==> src/rtl/fetch_stage.sv <==
// fetch_stage
//   Instruction fetch stage feeding the IF/ID pipeline register. Keeps the
//   fetch PC, runs a single-outstanding-request handshake to program memory
//   and buffers returned instructions in a small FIFO whose head is
//   presented downstream with a valid flag.
//
// Ports
//   clk               clock, all state changes on the rising edge
//   reset             asynchronous, active-low reset
//   any_lsu_waiting   pipeline stall: blocks pops from the buffer only
//   redirect_valid    taken branch/jump: flushes buffer, drops in-flight data
//   redirect_pc       new fetch PC
//   halt              level-sensitive: stops issuing new memory requests
//   mem_read_valid    registered memory request
//   mem_read_address  registered request address, stable while valid
//   mem_read_ready    request accepted, mem_read_data valid this cycle
//   mem_read_data     returned instruction
//   if_valid          buffer head holds a valid instruction
//   if_instruction    head instruction
//   if_pc             PC of head instruction
module fetch_stage #(
  parameter int ADDR_BITS  = 8,
  parameter int DATA_BITS  = 16,
  parameter int FIFO_DEPTH = 2
) (
  input  logic                 clk,
  input  logic                 reset,
  input  logic                 any_lsu_waiting,
  input  logic                 redirect_valid,
  input  logic [ADDR_BITS-1:0] redirect_pc,
  input  logic                 halt,
  output logic                 mem_read_valid,
  output logic [ADDR_BITS-1:0] mem_read_address,
  input  logic                 mem_read_ready,
  input  logic [DATA_BITS-1:0] mem_read_data,
  output logic                 if_valid,
  output logic [DATA_BITS-1:0] if_instruction,
  output logic [ADDR_BITS-1:0] if_pc
);

  localparam int PTR_BITS = (FIFO_DEPTH > 1) ? $clog2(FIFO_DEPTH) : 1;
  localparam int CNT_BITS = $clog2(FIFO_DEPTH + 1);

  // Architectural state
  logic [ADDR_BITS-1:0] pc_reg, pc_next;
  logic                 req_pending_reg, req_pending_next;
  logic [ADDR_BITS-1:0] req_addr_reg, req_addr_next;
  logic                 discard_reg, discard_next;
  logic [PTR_BITS-1:0]  wr_ptr_reg, wr_ptr_next;
  logic [PTR_BITS-1:0]  rd_ptr_reg, rd_ptr_next;
  logic [CNT_BITS-1:0]  count_reg, count_next;

  // Fetch buffer storage: {pc, instruction} per entry
  logic [ADDR_BITS-1:0] fifo_pc_reg    [FIFO_DEPTH];
  logic [DATA_BITS-1:0] fifo_instr_reg [FIFO_DEPTH];

  // Per-cycle events
  logic handshake;
  logic push;
  logic pop;
  logic issue;

  always_comb begin
    handshake = req_pending_reg && mem_read_ready;
    // A response landing on a redirect edge belongs to the old stream.
    push      = handshake && !discard_reg && !redirect_valid;
    pop       = (count_reg != '0) && !any_lsu_waiting && !redirect_valid;

    count_next = count_reg + CNT_BITS'(push) - CNT_BITS'(pop);
    if (redirect_valid) begin
      count_next = '0;
    end

    // Occupancy after this edge bounds issue, so the single in-flight
    // response always has a free slot when it returns.
    issue = (!req_pending_reg || handshake) && !halt && !redirect_valid &&
            (count_next < CNT_BITS'(FIFO_DEPTH));

    pc_next          = pc_reg;
    req_pending_next = req_pending_reg;
    req_addr_next    = req_addr_reg;
    discard_next     = discard_reg;
    wr_ptr_next      = wr_ptr_reg;
    rd_ptr_next      = rd_ptr_reg;

    if (handshake) begin
      req_pending_next = 1'b0;
      discard_next     = 1'b0;
    end
    if (issue) begin
      req_pending_next = 1'b1;
      req_addr_next    = pc_reg;
      pc_next          = pc_reg + ADDR_BITS'(1);
    end
    if (push) begin
      wr_ptr_next = wr_ptr_reg + PTR_BITS'(1);
    end
    if (pop) begin
      rd_ptr_next = rd_ptr_reg + PTR_BITS'(1);
    end

    // Redirect never withdraws a pending request; it only marks the
    // response for dropping if it has not completed on this edge.
    if (redirect_valid) begin
      pc_next      = redirect_pc;
      discard_next = req_pending_reg && !mem_read_ready;
      wr_ptr_next  = '0;
      rd_ptr_next  = '0;
    end
  end

  always_ff @(posedge clk or negedge reset) begin
    if (!reset) begin
      pc_reg          <= '0;
      req_pending_reg <= 1'b0;
      req_addr_reg    <= '0;
      discard_reg     <= 1'b0;
      wr_ptr_reg      <= '0;
      rd_ptr_reg      <= '0;
      count_reg       <= '0;
    end else begin
      pc_reg          <= pc_next;
      req_pending_reg <= req_pending_next;
      req_addr_reg    <= req_addr_next;
      discard_reg     <= discard_next;
      wr_ptr_reg      <= wr_ptr_next;
      rd_ptr_reg      <= rd_ptr_next;
      count_reg       <= count_next;
    end
  end

  // Storage is reset too so the head outputs are never X after reset.
  always_ff @(posedge clk or negedge reset) begin
    if (!reset) begin
      for (int i = 0; i < FIFO_DEPTH; i++) begin
        fifo_pc_reg[i]    <= '0;
        fifo_instr_reg[i] <= '0;
      end
    end else if (push) begin
      fifo_pc_reg[wr_ptr_reg]    <= req_addr_reg;
      fifo_instr_reg[wr_ptr_reg] <= mem_read_data;
    end
  end

  assign mem_read_valid   = req_pending_reg;
  assign mem_read_address = req_addr_reg;
  assign if_valid         = (count_reg != '0);
  assign if_instruction   = fifo_instr_reg[rd_ptr_reg];
  assign if_pc            = fifo_pc_reg[rd_ptr_reg];

endmodule
==> config.mk <==
export PLATFORM = sky130hd
export DESIGN_NAME = fetch_stage
export DESIGN_NICKNAME = d
export VERILOG_FILES = /design/src/rtl/fetch_stage.sv
export SDC_FILE = /design/constraint.sdc
export NUM_CORES = 1
export LEC_CHECK = 0
export ABC_CLOCK_PERIOD_IN_PS = 4000
export CAP_MARGIN = 10
export CORE_UTILIZATION = 46
export CTS_CLUSTER_DIAMETER = 200
export DETAILED_ROUTE_END_ITERATION = 7
export GPL_TIMING_DRIVEN = 0
export PLACE_DENSITY = 0.71
export SLEW_MARGIN = 5
export SYNTH_ARGS = -nofsm -noshare
export SYNTH_HDL_FRONTEND = slang
export SYNTH_SLANG_ARGS = --single-unit
==> constraint.sdc <==
create_clock -name clk -period 4 [get_ports clk]
set_input_delay 0.6 -clock clk [delete_from_list [all_inputs] [get_ports clk]]
set_output_delay 0.6 -clock clk [all_outputs]
set_load 0.1 [all_outputs]
==> impl_metrics.env <==
export IMPL_status="complete, but fails checks"
export IMPL_violations="DRC"
export IMPL_synth_area_leaders="dfrtp_1 (56%), mux2_2 (29%), nand2_1 (1.3%), ha_1 (1.2%), nand3_1 (0.97%)"
export IMPL_drc=8
export IMPL_die_w_um=84.1
export IMPL_met1_usage_pct=23.9
export IMPL_synth_most_common_cell="mux2_2"
export IMPL_synth_fp_nets=257
export IMPL_pin_count=64
export IMPL_period_needed_ns=3.54
export IMPL_first_global_vias=2025
export IMPL_synth_commonest_cells="mux2_2 (80), dfrtp_1 (70), nand2_1 (11)"
export IMPL_ys_seq_area_share_pct=56.5
export IMPL_p_int_w=0.00165
export IMPL_hold_class="in -> async"
export IMPL_rows=29
export IMPL_synthXorXnorAreaFrac_pct=1.33
export IMPL_fmax_mhz=282
export IMPL_largest_reg_flops=32
export IMPL_cpMostUsedCell="clkbuf_1"
export IMPL_cts_hold_fix_buffers=0
export IMPL_rsz0062_at_grt="no"
export IMPL_ctsResizeCount=0
export IMPL_core_area_um2=6420
export IMPL_met2_usage_pct=28.5
export IMPL_slew_headroom_pct=33.7
export IMPL_p_per_area_nw_per_um2=808
export IMPL_cp_required_ns=3.40
export IMPL_clock_sinks=70
export IMPL_dp_hpwl_mm=4.30
export IMPL_port_buffers=63
export IMPL_drt_wl_total_mm=5.94
export IMPL_antenna_found_initial=0
export IMPL_synthSimpleGateAreaFrac_pct=5.97
export IMPL_drtIter0Drc=102
export IMPL_antennaDiodeCount=0
export IMPL_place_congestion=0.856
export IMPL_tritoncts="done"
export IMPL_critical_path_class="reg -> out"
export IMPL_maxCapViolations=0
export IMPL_layout_nets=332
export IMPL_gr_total_overflow=0
export IMPL_path_max_fanout=10
export IMPL_htree_levels=3
export IMPL_clockRootBuffer="clkbuf_8"
export IMPL_synth_mux_area_fraction_pct=29.4
export IMPL_vias=2044
export IMPL_fin_skew_ns=0.00520
export IMPL_clk_path_buf_depth=2
export IMPL_top_usage_layer="met2"
export IMPL_synth_edf_count=0
export IMPL_dr_pass1_iters=6
export IMPL_placed_cells=365
export IMPL_setup_violations=0
export IMPL_pwr_share_comb_pct=53.7
export IMPL_synth_cell_types=33
export IMPL_synth_area_um2=3100
export IMPL_synth_ff_type="dfrtp_1"
export IMPL_critPathMaxStageDelay_ns=1.13
export IMPL_synth_top_area_share_pct=56.5
export IMPL_design_area_um2=4020
export IMPL_ys_ff_latch=70
export IMPL_via_per_inst=5.38
export IMPL_initial_utilization_pct=48.3
export IMPL_syn_to_final_growth_pct=29.4
export IMPL_layout_drive_gt1_share_pct=34.0
export IMPL_p_switching_w=0.00160
export IMPL_clkPwrFrac_pct=15.4
export IMPL_synth_warnings=0
export IMPL_tightest_slew_ns=0.991
export IMPL_clkSlewWorstSetupHoldPaths_ns=0.07
export IMPL_share_seq_of_total_power_pct=30.9
export IMPL_synth_adder_area_share_pct=1.21
export IMPL_die_area_um2=7080
export IMPL_grt_pass1_wl_mm=9.92
export IMPL_cp_end_kind="primary output"
export IMPL_track_usage_pct=18.2
export IMPL_post_cts_buffers=0
export IMPL_yosys_area_top_type="dfrtp_1"
export IMPL_cpMaxStageDelayCell="clkdlybuf4s50_1"
export IMPL_wl_per_cell_um=15.6
export IMPL_async_flop_share_pct=100
export IMPL_instances_no_fill=380
export IMPL_post_route_util_pct=62.5
export IMPL_placed_area_um2=3850
export IMPL_finalHoldViolations=0
export IMPL_p_leak_nw=1.77
export IMPL_drv_slew=0
export IMPL_grt_start_max_net_pins=37
export IMPL_ir_worst_vdd_mv=0.476
export IMPL_synth_compound_area_share_pct=3.59
export IMPL_synth_top_family_by_area="multiplexers"
export IMPL_die_y_um=84.1
export IMPL_cp_arrival_ns=2.94
export IMPL_grtUsageMet3_pct=3.34
export IMPL_path_cells="clkbuf_1, clkbuf_1, mux2_2, clkdlybuf4s50_1"
export IMPL_syn_inst=224
export IMPL_avgSynthCellArea_um2=13.9
export IMPL_clk_latency_ns=0.33
export IMPL_ant_nets=0
export IMPL_start_kind="flip-flop"
export IMPL_switching_share_pct=49.3
export IMPL_cts_buffers=9
export IMPL_min_period_over_period_pct=88.5
## critical path: cells and delay by family, from the launching register on
family | cells | cell delay, ns
mux | 1 | 0.28
flops | 1 | 0.32
buf+inv | 3 | 2.00
## logic make-up (layout without fill, tap and decap cells)
logic type	count (synthesis)	in the layout
multiplexers	81	81
XOR/XNOR	3	3
AO/OA/AOI/OAI	17	17
AND/OR/NAND/NOR	37	37
flip-flops	70	70
buffers and inverters	13	92
adder cells (fa/ha/maj)	3	3
## power by group through the flow
stage	sequential, W	clock, W	combinational, W
global route	0.00103	0.000545	0.00179
global placement	0.00101	0	0.00173
finish	0.00100	0.000499	0.00174
floorplan	0.00116	0	0.00122
detailed placement	0.00102	0	0.00175
CTS	0.00101	0.000516	0.00175
## layout by cell type, fill, tap and decap left out, types with 2 or more instances in the layout
master           instances
buf_4                    2
o311ai_1                 2
o211ai_1                 2
buf_2                    4
dfrtp_1                 70
clkdlybuf4s50_1         62
clkbuf_8                11
or3_1                    2
o31ai_1                  2
nor2_1                   7
nand2_1                 11
ha_1                     3
mux2_2                  80
a31oi_1                  2
or4_1                    3
inv_1                    2
a21oi_1                  2
o21ai_0                  5
nand4_1                  3
clkbuf_1                 6
nand3_1                  6
## metrics by stage
stage	total power, W	hold WS, ns	TNS (ns)	setup slack, ns
after floorplan	0.00238	0.304	0	1.18
after global placement	0.00274	0.482	-4.06	-0.0610
after detailed placement	0.00277	0.487	0	0.582
after CTS	0.00327	0.207	0	0.419
after global routing	0.00337	0.227	0	0.333
final	0.00324	0.203	0	0.459
## worst paths after layout
| check | startpoint | endpoint | slack, ns | depth (start not counted) |
|---|---|---|---|---|
| min in group clk | fifo_pc_reg[10] | fifo_pc_reg[10] | 0.50 | 1 |
| worst max-delay path | rd_ptr_reg | if_pc[6] | 0.46 | 4 |
| max in group asynchronous | reset | fifo_instr_reg[21] | 3.25 | 2 |
| worst min-delay path | reset | fifo_instr_reg[7] | 0.20 | 1 |
| worst max register to register | discard_reg | mem_read_address[6] | 1.59 | 10 |
| worst min register to register | fifo_pc_reg[10] | fifo_pc_reg[10] | 0.50 | 1 |
## routing by layer
metal	share of wire [%]	vias up
met3	3.8	12
met2	47	51
met4	3.1	0
met1	46	1008
li1	-	973
met5	0	-
## area by class of cell
| class | instances | area (µm²) |
|---|---|---|
| multi-input combinational | 141 | 1290 |
| clock inverter | 1 | 5.00 |
| buffer | 10 | 53.8 |
| fill | 521 | 2410 |
| sequential | 70 | 1750 |
| clock buffer | 14 | 163 |
| timing repair buffer | 64 | 648 |
| inverter | 3 | 11.3 |
| tap | 77 | 96.3 |
Note: power is estimated with default switching activity, not from simulation.
